[config.mk]
export PLATFORM = sky130hd
export DESIGN_NAME = food_place_ctrl
export DESIGN_NICKNAME = d
export VERILOG_FILES = /design/src/rtl/food_place_ctrl.sv
export SDC_FILE = /design/constraint.sdc
export NUM_CORES = 1
export LEC_CHECK = 0
export ABC_CLOCK_PERIOD_IN_PS = 1700
export CORE_ASPECT_RATIO = 1.25
export CORE_UTILIZATION = 45
export CTS_CLUSTER_SIZE = 12
export DETAILED_ROUTE_END_ITERATION = 8
export PLACE_DENSITY = 0.76
export SYNTH_ARGS = -nofsm -noshare
export SYNTH_HDL_FRONTEND = slang
export SYNTH_SLANG_ARGS = --single-unit
[constraint.sdc]
create_clock -name clk -period 1.7 [get_ports clk]
set_input_delay 0.34 -clock clk [delete_from_list [all_inputs] [get_ports clk]]
set_output_delay 0.34 -clock clk [all_outputs]
set_load 0.01 [all_outputs]
[src/rtl/food_place_ctrl.sv]
`default_nettype none
// ============================================================================
// Module      : food_place_ctrl
// Description : Places the snake food box. On an eat event it samples the
//               free-running LFSR twice to build a grid-aligned (x,y)
//               candidate, bounds-checks it, asks the body tracker whether
//               the cell is occupied, and commits a free candidate. Too many
//               rejections fall back to a fixed default position.
// Ports       : clk, rst_n          - clock, async active-low reset
//               eat                 - snake head reached the food (level)
//               rand_num[8:0]       - LFSR value, advances every clock
//               occ_req/occ_x/occ_y - occupancy query, held until occ_ack
//               occ_ack/occ_hit     - query answer (hit = cell occupied)
//               food_x/food_y       - committed food position
//               food_valid          - position usable by the renderer
//               busy                - placement in progress
//               done/fail           - commit pulse / fallback-used pulse
// Revision    : 1.0 - initial release
// ============================================================================
module food_place_ctrl #(
  parameter int unsigned X_MIN      = 8,
  parameter int unsigned X_MAX      = 624,
  parameter int unsigned Y_MIN      = 8,
  parameter int unsigned Y_MAX      = 464,
  parameter int unsigned GRID_SHIFT = 3,
  parameter int unsigned MAX_TRY    = 31,
  parameter int unsigned DEF_X      = 304,
  parameter int unsigned DEF_Y      = 240
) (
  input  logic       clk,
  input  logic       rst_n,
  input  logic       eat,
  input  logic [8:0] rand_num,
  output logic       occ_req,
  output logic [9:0] occ_x,
  output logic [8:0] occ_y,
  input  logic       occ_ack,
  input  logic       occ_hit,
  output logic [9:0] food_x,
  output logic [8:0] food_y,
  output logic       food_valid,
  output logic       busy,
  output logic       done,
  output logic       fail
);

  typedef enum logic [2:0] {
    ST_IDLE = 3'd0,
    ST_SX   = 3'd1,
    ST_SY   = 3'd2,
    ST_CHK  = 3'd3,
    ST_QRY  = 3'd4
  } state_t;

  localparam logic [9:0] c_x_min   = 10'(X_MIN);
  localparam logic [9:0] c_x_max   = 10'(X_MAX);
  localparam logic [8:0] c_y_min   = 9'(Y_MIN);
  localparam logic [8:0] c_y_max   = 9'(Y_MAX);
  localparam logic [9:0] c_def_x   = 10'(DEF_X);
  localparam logic [8:0] c_def_y   = 9'(DEF_Y);
  localparam logic [4:0] c_max_try = 5'(MAX_TRY);
  // Masks that clear the sub-grid bits of a candidate.
  localparam logic [9:0] c_x_mask  = 10'h3FF << GRID_SHIFT;
  localparam logic [8:0] c_y_mask  = 9'h1FF << GRID_SHIFT;

  state_t     state_q, state_d;
  logic [9:0] x_cand_q, x_cand_d;
  logic [8:0] y_cand_q, y_cand_d;
  logic [4:0] try_q, try_d;
  logic       occ_req_q, occ_req_d;
  logic [9:0] occ_x_q, occ_x_d;
  logic [8:0] occ_y_q, occ_y_d;
  logic [9:0] food_x_q, food_x_d;
  logic [8:0] food_y_q, food_y_d;
  logic       food_valid_q, food_valid_d;
  logic       done_q, done_d;
  logic       fail_q, fail_d;

  logic       w_in_bounds;
  logic       w_retry;

  assign w_in_bounds = (x_cand_q >= c_x_min) && (x_cand_q <= c_x_max) &&
                       (y_cand_q >= c_y_min) && (y_cand_q <= c_y_max);

  always_comb begin
    state_d      = state_q;
    x_cand_d     = x_cand_q;
    y_cand_d     = y_cand_q;
    try_d        = try_q;
    occ_req_d    = occ_req_q;
    occ_x_d      = occ_x_q;
    occ_y_d      = occ_y_q;
    food_x_d     = food_x_q;
    food_y_d     = food_y_q;
    food_valid_d = food_valid_q;
    done_d       = 1'b0;
    fail_d       = 1'b0;
    w_retry      = 1'b0;

    case (state_q)
      ST_IDLE: begin
        if (eat) begin
          state_d      = ST_SX;
          food_valid_d = 1'b0;
          try_d        = '0;
        end
      end
      ST_SX: begin
        // x spans 0..1022 from a 9-bit sample, so double it before snapping.
        x_cand_d = {rand_num, 1'b0} & c_x_mask;
        state_d  = ST_SY;
      end
      ST_SY: begin
        y_cand_d = rand_num & c_y_mask;
        state_d  = ST_CHK;
      end
      ST_CHK: begin
        if (w_in_bounds) begin
          occ_x_d   = x_cand_q;
          occ_y_d   = y_cand_q;
          occ_req_d = 1'b1;
          state_d   = ST_QRY;
        end else begin
          w_retry = 1'b1;
        end
      end
      ST_QRY: begin
        if (occ_ack) begin
          occ_req_d = 1'b0;
          if (occ_hit) begin
            w_retry = 1'b1;
          end else begin
            food_x_d     = x_cand_q;
            food_y_d     = y_cand_q;
            food_valid_d = 1'b1;
            done_d       = 1'b1;
            state_d      = ST_IDLE;
          end
        end
      end
      default: begin
        state_d = ST_IDLE;
      end
    endcase

    // Shared by bounds rejects and occupancy hits.
    if (w_retry) begin
      if (try_q == c_max_try) begin
        food_x_d     = c_def_x;
        food_y_d     = c_def_y;
        food_valid_d = 1'b1;
        done_d       = 1'b1;
        fail_d       = 1'b1;
        state_d      = ST_IDLE;
      end else begin
        try_d   = try_q + 5'd1;
        state_d = ST_SX;
      end
    end
  end

  always_ff @(posedge clk or negedge rst_n) begin
    if (!rst_n) begin
      state_q      <= ST_IDLE;
      x_cand_q     <= '0;
      y_cand_q     <= '0;
      try_q        <= '0;
      occ_req_q    <= 1'b0;
      occ_x_q      <= '0;
      occ_y_q      <= '0;
      food_x_q     <= c_def_x;
      food_y_q     <= c_def_y;
      food_valid_q <= 1'b1;
      done_q       <= 1'b0;
      fail_q       <= 1'b0;
    end else begin
      state_q      <= state_d;
      x_cand_q     <= x_cand_d;
      y_cand_q     <= y_cand_d;
      try_q        <= try_d;
      occ_req_q    <= occ_req_d;
      occ_x_q      <= occ_x_d;
      occ_y_q      <= occ_y_d;
      food_x_q     <= food_x_d;
      food_y_q     <= food_y_d;
      food_valid_q <= food_valid_d;
      done_q       <= done_d;
      fail_q       <= fail_d;
    end
  end

  assign occ_req    = occ_req_q;
  assign occ_x      = occ_x_q;
  assign occ_y      = occ_y_q;
  assign food_x     = food_x_q;
  assign food_y     = food_y_q;
  assign food_valid = food_valid_q;
  assign busy       = (state_q != ST_IDLE);
  assign done       = done_q;
  assign fail       = fail_q;

endmodule
`default_nettype wire

After elaboration in Yosys (flattened, before gate mapping)
Cells that the tools add are included.
{"block": "op_classes", "n_reduce_logical": 9, "mux": 41, "add_sub_neg": 1, "n_lt_le_gt_ge": 4, "eq_ne": 11}
{"operator": "two-way mux 10 bit", "n": 5}
{"operator": "two-way mux 9 bit", "n": 5}
{"operator": "two-way mux 5 bit", "n": 4}
{"operator": "two-way mux 1 bit", "n": 18}
{"operator": "two-way mux 3 bit", "n": 5}
{"operator": "one-hot mux 3 bit (5 select lines)", "n": 1}
{"operator": "!= test 3 bit, second input constant", "n": 4}
{"operator": "greater-or-equal comparator 10 x 4 -> 1 bit, second input constant", "n": 1}
{"operator": "<= comparator 10 bit, second input constant", "n": 1}
{"operator": "greater-or-equal comparator 9 x 4 -> 1 bit, second input constant", "n": 1}
{"operator": "<= comparator 9 bit, second input constant", "n": 1}
{"operator": "equality test 3 x 2 -> 1 bit, second input constant", "n": 2}
{"operator": "one-hot mux 1 bit (2 select lines)", "n": 3}
{"operator": "adder 5 x 1 -> 5 bit, second input constant", "n": 1}
{"operator": "equality test 5 bit, second input constant", "n": 1}
{"operator": "!= test 2 bit, second input constant", "n": 2}
{"operator": "AND reduction 4 bit", "n": 1}
{"operator": "equality test 3 x 1 -> 1 bit, second input constant", "n": 1}
{"operator": "equality test 3 bit, second input constant", "n": 1}
{"operator": "logical AND 1 bit", "n": 3}
{"operator": "zero test 3 bit", "n": 1}
{"operator": "AND reduction 3 bit", "n": 1}
{"operator": "nonzero test 3 bit", "n": 1}
{"operator": "AND reduction 2 bit", "n": 1}
{"operator": "nonzero test 2 bit", "n": 1}
{"block": "totals", "elab_cells": 78, "out_inout_bits": 43, "in_bits": 14, "regBits": 57}

Longest topological paths before layout
Gate-level depths: netlist of the first run.
{"block": "depth", "depth_word": 8, "ltp_mapped": 8, "mapped_depth_nobuf": 7}

Least setup slack after synthesis of the first run
Ideal clock, no wire load.
{"block": "synth_path", "path_kind": "flip-flop to flip-flop", "from": "register x_cand_q[3]", "to": "register occ_x_q[5], in the netlist occ_x[5]", "synth_period_minus_slack_ns": 1.732, "t_arrival_ns": 1.607, "t_required_ns": 1.575, "n_path_buf": 1, "setup_ns": 0.125, "path_stages_with_launch": 8, "path_slack_ns": -0.032, "path_cell_list": "dfrtp_1 > nor4_1 > a21oi_1 > a31oi_4 > nor2_2 > nand2_4 > buf_6 > mux2_4"}
{"block": "synth_between", "elab_chain_len": 5, "word_cells_on_any_way": 6, "cone_classes": "order compare (2); reduce/logical (4)"}
{"item": "from (decl)", "line": "67", "source": "logic [9:0] x_cand_q, x_cand_d;"}
{"item": "from (signal assigned)", "line": "178", "source": "x_cand_q <= x_cand_d;"}
{"item": "greater-or-equal comparator 10 x 4 -> 1 bit / <= comparator 10 bit (equally long branches)", "line": "82", "source": "assign w_in_bounds = (x_cand_q >= c_x_min) && (x_cand_q <= c_x_max) &&"}
{"item": "logical AND 1 bit * (2 in series)", "line": "82"}
{"item": "logical AND 1 bit *", "line": "83", "source": "(y_cand_q >= c_y_min) && (y_cand_q <= c_y_max);"}
{"item": "AND reduction 2 bit (no line) *"}
{"item": "to (signal assigned)", "line": "169", "source": "occ_x_q <= '0;"}
{"item": "to (signal assigned)", "line": "182", "source": "occ_x_q <= occ_x_d;"}
{"item": "to (decl)", "line": "71", "source": "logic [9:0] occ_x_q, occ_x_d;"}
Every way passes the cells marked *; elsewhere a longest branch is shown, timed or not.
A chain may end at the register's enable or synchronous reset.

Worst setup path in the final report of the first run
{"block": "layout_path", "from": "register x_cand_q[3]", "to": "register occ_y_q[3], in the netlist occ_y[3]"}
{"block": "layout_between", "elab_chain_len": 5, "word_cells_on_any_way": 6, "cone_classes": "order compare (2); reduce/logical (4)"}
{"item": "greater-or-equal comparator 10 x 4 -> 1 bit / <= comparator 10 bit (equally long branches)", "line": "82"}
{"item": "logical AND 1 bit * (2 in series)", "line": "82"}
{"item": "logical AND 1 bit *", "line": "83"}
{"item": "AND reduction 2 bit (no line) *"}
{"item": "to (signal assigned)", "line": "183", "source": "occ_y_q <= occ_y_d;"}
{"item": "to (decl)", "line": "72", "source": "logic [8:0] occ_y_q, occ_y_d;"}
Marked as above.

==> results of run 1 <==
## worst max-delay path by stage
| stage | start | to | slack, ns |
|---|---|---|---|
| floorplan | x_cand_q[6] | occ_x[5] | -0.01 |
| global placement | occ_ack | food_x[1] | -0.19 |
| detailed placement | occ_ack | food_x[1] | -0.25 |
| CTS | x_cand_q[3] | occ_y[3] | -0.07 |
| global route | x_cand_q[3] | food_x[1] | -0.14 |
| finish | x_cand_q[3] | occ_y[3] | -0.05 |
## Yosys cell counts, types with 2 or more instances
cell	instances	area, um^2
mux2_4	9	135
o21ai_1	4	20.0
o21ai_2	2	17.5
inv_1	4	15.0
dfrtp_1	49	1230
a21oi_1	8	40.0
nand2_1	31	116
buf_2	2	10.0
ha_1	2	25.0
nor3b_1	2	15.0
buf_4	6	45.0
nor3_1	3	15.0
o21ai_0	2	10.0
clkbuf_1	4	15.0
nand3_1	13	65.1
a211o_1	2	17.5
mux2_1	4	45.0
nor2_1	5	18.8
and3_1	8	50.1
mux2_2	13	146
buf_6	2	22.5
dfstp_2	8	210
nand4_1	2	12.5
## cells in the final DEF, fill, tap and decap left out, types with 5 or more instances in the layout
master and count:
a21oi_1 7, and3_1 7, buf_4 24, buf_6 7, clkbuf_8 12, clkdlybuf4s50_1 38
conb_1 6, dfrtp_1 47, dfstp_2 8, dlygate4sd2_1 9, mux2_2 13, mux2_4 13
nand2_1 28, nand3_1 8, nand3_2 5
## state kept, by name (all words and copies together) (netlist names)
register    count
y_cand_q        6
occ_x           7
occ_y           6
food_valid      1
fail            1
x_cand_q        7
food_x         10
food_y          9
try_q           5
done            1
state_q         3
occ_req         1
## layer usage
layer  vias to the layer above  part of all wire  GRT usage
met5                         -                 0          0
met4                         0             0.024      0.108
met3                        11             0.039     0.0788
met2                        50              0.53      0.363
met1                       959              0.40      0.284
li1                        877                 -          -
## final cells by class
class	instances	share of cell area
clock buffer	13	0.0463
clock inverter	2	0.00343
tap	62	0.0213
multi-input combinational	134	0.298
inverter	5	0.00583
sequential	57	0.394
timing repair buffer	85	0.231
## worst register-to-register path, delay by kind of cell, from the launching register on
kind | cells | cell delay, ns
multiplexers | 1 | 0.31
flip-flops | 1 | 0.41
AO/OA/AOI/OAI | 2 | 0.35
AND/OR/NAND/NOR | 3 | 0.57
## where the power goes
group          internal, mW  total [mW]  switching (mW)
sequential             1.93        2.41           0.472
combinational          1.74        3.05            1.30
clock                 0.638        1.16           0.527
total                  4.32        6.62            2.30
## kinds of logic (layout without fill, tap and decap cells)
family                   count (synthesis)  after routing  synth area share
flip-flops                              57             57             0.586
AND/OR/NAND/NOR                         74             75             0.153
adder cells (fa/ha/maj)                  2              2            0.0102
other                                    1              6           0.00153
multiplexers                            26             26             0.133
AO/OA/AOI/OAI                           25             25            0.0705
buffers and inverters                   19            105            0.0454
## timing repair
action                     in CTS  in global routing
gates cloned                    1                  3
hold endpoints to repair       27                  0
setup buffers                   6                  2
gates resized for setup        30                 25
setup endpoints to repair      37                 47
pin swaps                       8                  4
hold buffers                    1                  0
## per-stage QoR
stage                     cells  area, um^2  worst slack [ns]  hold slack, ns  utilization
final                       358        3650           -0.0534           0.491        0.708
after global placement      330        3150            -0.193           0.361        0.611
after CTS                   353        3460           -0.0739           0.492        0.672
after global routing        358        3650            -0.135           0.507        0.708
after detailed placement    330        3150            -0.255           0.362        0.611
after floorplan             209        2480           -0.0143          0.0444            -
==> impl_results.md, run 1 <==
* Mapped cell area at 2450 um^2
* DR vias/cell at 5.30
* Pwr Density at 1810 nW/um^2
* Crit path largest cell delay at 0.41 ns
* Nets at 308
* Asr flop ratio synth at 1.00
* DRC viols at 0
* Final setup fails at 25
* Synth unique cells at 42
* Row cnt at 29
* Setup WS post-layout at -0.0534 ns
* Peak supply drop at 1.08 mV
* Antenna violations before repair at 0
* Mapped Avg Cell Area at 12.0 um^2
* Clock transition at path regs at 0.06 ns
* CTS tree: done
* Number of synthesized register bits at 57
* Yosys warnings at 0
* CP bufs+invs at 0
* Hold Startpoint: food_y[5]
* Crit path max-delay family: simple AND/OR/NAND/NOR gates
* Worst reg2reg startpoint: x_cand_q[3]
* CTS buffer count at 9
* Critical path required time at 1.93 ns
* WS Path Type: register to register
* Root buffer cell: clkbuf_8
* Layout cell share with drive strength beyond 1 at 0.402
* Status: finished, violations left
* Max-slew violations at 0
* Worst r2r path cells at 6
* Hpwl dp at 3680 um
* Worst path slowest cell: dfrtp_1
* Final Hold Fails at 0
* Hold Path Sink: food_y[5]
* EDFF count, synth at 0
* Multi-input gate area at 1090 um^2
* Clock network latency to the later pin of the worst-skew pair at 0.34 ns
* Crit Path Max Fanout at 7
* Post-synth top flop: dfrtp_1
* Grt ovf at 0
* CTS Sinks at 57
* Seq/Total Area, Yosys at 0.586
* Period utilization at 1.03
* # IOs at 57
* GPL Wtd Cong at 0.779
* Fmax at 570 MHz
* Largest net degree at the start of global routing at 58
* Hold Path Depth at 2
* Clock Skew at 0.0115 ns
* Ant. Diodes at 0
* # fillers at 371
* Hold Path Class: register to register
* Starting Density at 0.475
* CP Capture Type: register
* Full die area at 5750 um^2
* Synth Instances at 204
* Violated checks: negative setup slack
* ANT nets after route at 0
* Drt first pass iters at 4
* H-tree depth at 3
* Layout area overhead at 49.0%
* R2R setup slack at -0.05 ns
* Fin crit period at 1.75 ns
* Die extent in x at 68.0 um
* Worst path cell trace: nor4_4 > a21oi_2 > a31oi_4 > nor2_4 > nand2_4 > mux2_4
* Total chip power at 6.62 mW
* GRT Total Usage at 0.233
* Via count at 1897
* Global-route wire length before repair at 9540 um
* 1st-iter DRT viols at 50
* Terminus of the critical flop-to-flop path: occ_y[3]
* Post-Route WL at 6160 um
* Setup_tns at -0.846 ns
* Clk buf depth at 2
* Crit path DAT at 1.98 ns
* I/O Buffers at 48
* Maxcap violations at 0
* Startpoint types: register
* CORE AREA at 5150 um^2
* Chip Height at 84.5 um
* WL/cell at 17.2 um
* Vias in the first global route at 1908
* RSZ-0062 raised after global routing: true
* Storage cell area at 1440 um^2
* Levels on crit path at 6
* Leak pwr at 1.71 nW
Note: power is estimated with default switching activity, not from simulation.
==> run 2: changes to the inputs <==
--- a/config.mk
+++ b/config.mk
@@ -10,7 +10,7 @@
 export CORE_UTILIZATION = 45
 export CTS_CLUSTER_SIZE = 12
 export DETAILED_ROUTE_END_ITERATION = 8
-export PLACE_DENSITY = 0.76
+export PLACE_DENSITY_LB_ADDON = 0.2
 export SYNTH_ARGS = -nofsm -noshare
 export SYNTH_HDL_FRONTEND = slang
 export SYNTH_SLANG_ARGS = --single-unit
==> run 2 against run 1 <==
The run ends with negative hold slack, negative setup slack left. Largest cell class unchanged. Combinational power hardly changed. Critical endpoint is now try_q[3]. Setup slack improved by 0.0043 ns. Register-to-register slack is essentially flat. Largest power group unchanged.
==> impl_results.md, run 2 (same netlist as run 1, synthesis figures left out) <==
* Status: finished, violations left
* Violated checks: negative hold slack, negative setup slack
* Row cnt at 29 (unchanged)
* Internal power at 4.51 mW (+4.5%)
* Die extent in x at 68.0 um (unchanged)
* Max reg flops at 10 (unchanged)
* Comb pwr share at 0.457 (-0.003)
* Post-Route WL at 5530 um (-10%)
* GRT Total Usage at 0.213 (-0.0194)
* GPL Wtd Cong at 0.858 (+10%)
* Clock Power Share at 0.199 (+0.023)
* Full die area at 5750 um^2 (unchanged)
* Via count at 1890 (-0.37%)
* # fillers at 394 (+6.2%)
* Storage cell area at 1440 um^2 (-0.17%)
* Worst path slowest cell: dfrtp_1
* Vias in the first global route at 1857 (-2.7%)
* Crit path DAT at 1.97 ns (about the same)
* Hpwl dp at 3440 um (-6.5%)
* Clock network latency to the later pin of the worst-skew pair at 0.34 ns (about the same)
* Flop pwr share at 0.344 (-0.020)
* Ant. Diodes at 0 (unchanged)
* CORE AREA at 5150 um^2 (unchanged)
* Final Instance Area at 3590 um^2 (-1.6%)
* Antenna violations before repair at 0 (unchanged)
* Pwr Density at 1860 nW/um^2 (+2.5%)
* CTS Sinks at 57 (unchanged)
* Final Hold Fails at 10 (+10)
* Peak supply drop at 1.05 mV (-2.5%)
* Setup WS post-layout at -0.0491 ns (+0.00431 ns)
* Switching power at 2.16 mW (-6.1%)
* Commonest non-fill, non-tap cell in the layout: dfrtp_1
* Starting Density at 0.475 (unchanged)
* CP Capture Type: register
* Crit path largest cell delay at 0.39 ns (-0.02 ns)
* I/O Buffers at 48 (unchanged)
* Largest net degree at the start of global routing at 58 (unchanged)
* Period utilization at 1.03 (-0.00254)
* WL/cell at 15.2 um (-12%)
* Drt first pass iters at 4 (unchanged)
* Dpl cell area at 3180 um^2 (+1.2%)
* Multi-input gate area at 1040 um^2 (-4.7%)
* Chip Height at 84.5 um (unchanged)
* WS Path Type: register to register
* Sw Ratio at 0.324 (-0.0240)
* Nets at 314 (+1.9%)
* Root buffer cell: clkbuf_8
* Fin util at 0.697 (-0.0117)
* Critical path required time at 1.92 ns (about the same)
* Crit Path Max Fanout at 4 (-3)
* Layout cell share with drive strength beyond 1 at 0.393 (-0.00929)
* Maxcap violations at 0 (unchanged)
* Total chip power at 6.67 mW (+0.83%)
* Fmax at 572 MHz (+0.25%)
* Placed cells at 335 (+1.5%)
* CTS tree: done
* Worst hold slack at -0.00761 ns (-0.498 ns)
* 1st-iter DRT viols at 131 (+160%)
* Layout area overhead at 46.5%
* DRC viols at 0 (unchanged)
* H-tree depth at 3 (unchanged)
* Most frequent cells in the layout: dfrtp_1 (49), buf_4 (39), clkdlybuf4s50_1 (38), nand2_1 (31)
* Hold Path Class: primary input to asynchronous set/reset pin
* Final setup fails at 8 (-68%)
* ANT nets after route at 0 (unchanged)
* RSZ-0062 raised after global routing: true
* Global-route wire length before repair at 8910 um (-6.6%)
* Clock Skew at 0.00783 ns (-0.00367 ns)
* CTS buffer count at 9 (unchanged)
* Leak pwr at 1.70 nW (-0.76%)
* Fin crit period at 1.75 ns (-0.00432 ns)
* Grt ovf at 0 (unchanged)
* Post-Layout Cell Count at 365 (+2.0%)
* DR vias/cell at 5.18 (-2.3%)
* # IOs at 57 (unchanged)
* Clk buf depth at 2 (unchanged)
* Startpoint types: register
* Max-slew violations at 0 (unchanged)
* Clock transition at path regs at 0.06 ns (about the same)
* Worst path cell trace: buf_4 > and3b_2 > a41oi_2 > nor2_2 > o21ai_2 > buf_6 > nor3_2 > a211o_1
run 2: cell count changes in the layout (fill, tap and decap cells not counted), moves of 3 or more:
cell | previous run | this run
nand3_1 | 8 | 13
buf_4 | 24 | 39
buf_6 | 7 | 2
nand3_2 | 5 | 0
nand2_1 | 28 | 31
clkbuf_8 | 12 | 9
run 2: power by group through the flow:
stage / clock network [mW] / logic, mW / registers [mW]
after floorplan: 0 / 1.24 / 2.43
after global placement: 0 / 2.64 / 2.29
after detailed placement: 0 / 2.68 / 2.31
after CTS: 1.35 / 2.84 / 2.27
after global routing: 1.41 / 3.28 / 2.37
final: 1.33 / 3.05 / 2.29
run 2: final timing paths:
| path | from | endpoint | slack (ns) | cells after the start |
|---|---|---|---|---|
| setup / recovery | state_q[0] | try_q[3] | -0.05 | 8 |
| hold / removal | rst_n | food_x[1] | -0.008 | 2 |
| setup reg to reg | state_q[0] | try_q[3] | -0.05 | 8 |
| hold reg to reg | food_x[8] | food_x[8] | 0.49 | 2 |
| max in group asynchronous | rst_n | food_valid | 1.41 | 2 |
| min in group clk | food_x[8] | food_x[8] | 0.49 | 2 |
run 2: layer usage:
metal  vias up  wire length, um  track usage
met1       932             2330        0.281
met4         0               95        0.117
met5         -                0            0
li1        893                -            -
met3         9              239       0.0408
met2        56             2870        0.324
run 2: critical path, delay by kind of cell, from the launching register on:
kind            cells  cell delay (ns)
compound gates      3             0.61
buf+inv             2             0.32
flops               1             0.39
simple gates        3             0.32
run 2: final cells by class:
type,count,area share
clock buffer,12,0.0376
timing repair buffer,91,0.227
multi-input combinational,134,0.289
sequential,57,0.400
clock inverter,4,0.0195
tap,62,0.0216
inverter,5,0.00523
run 2: stage by stage:
step                      setup TNS, ns  hold slack, ns  setup slack (ns)
after floorplan                  -0.128          0.0444           -0.0143
after global routing             -0.809          0.0230           -0.0904
after global placement            -4.83           0.365            -0.204
final                            -0.163        -0.00761           -0.0491
after CTS                       -0.0317         0.00259          -0.00981
after detailed placement          -5.21           0.364            -0.230
run 2: timing repair:
action | CTS | global route
pin swaps | 4 | 10
hold buffers | 0 | 0
cloned | 1 | 0
endpoints found under the setup margin | 24 | 39
buffers inserted | 5 | 8
resized for setup | 17 | 20
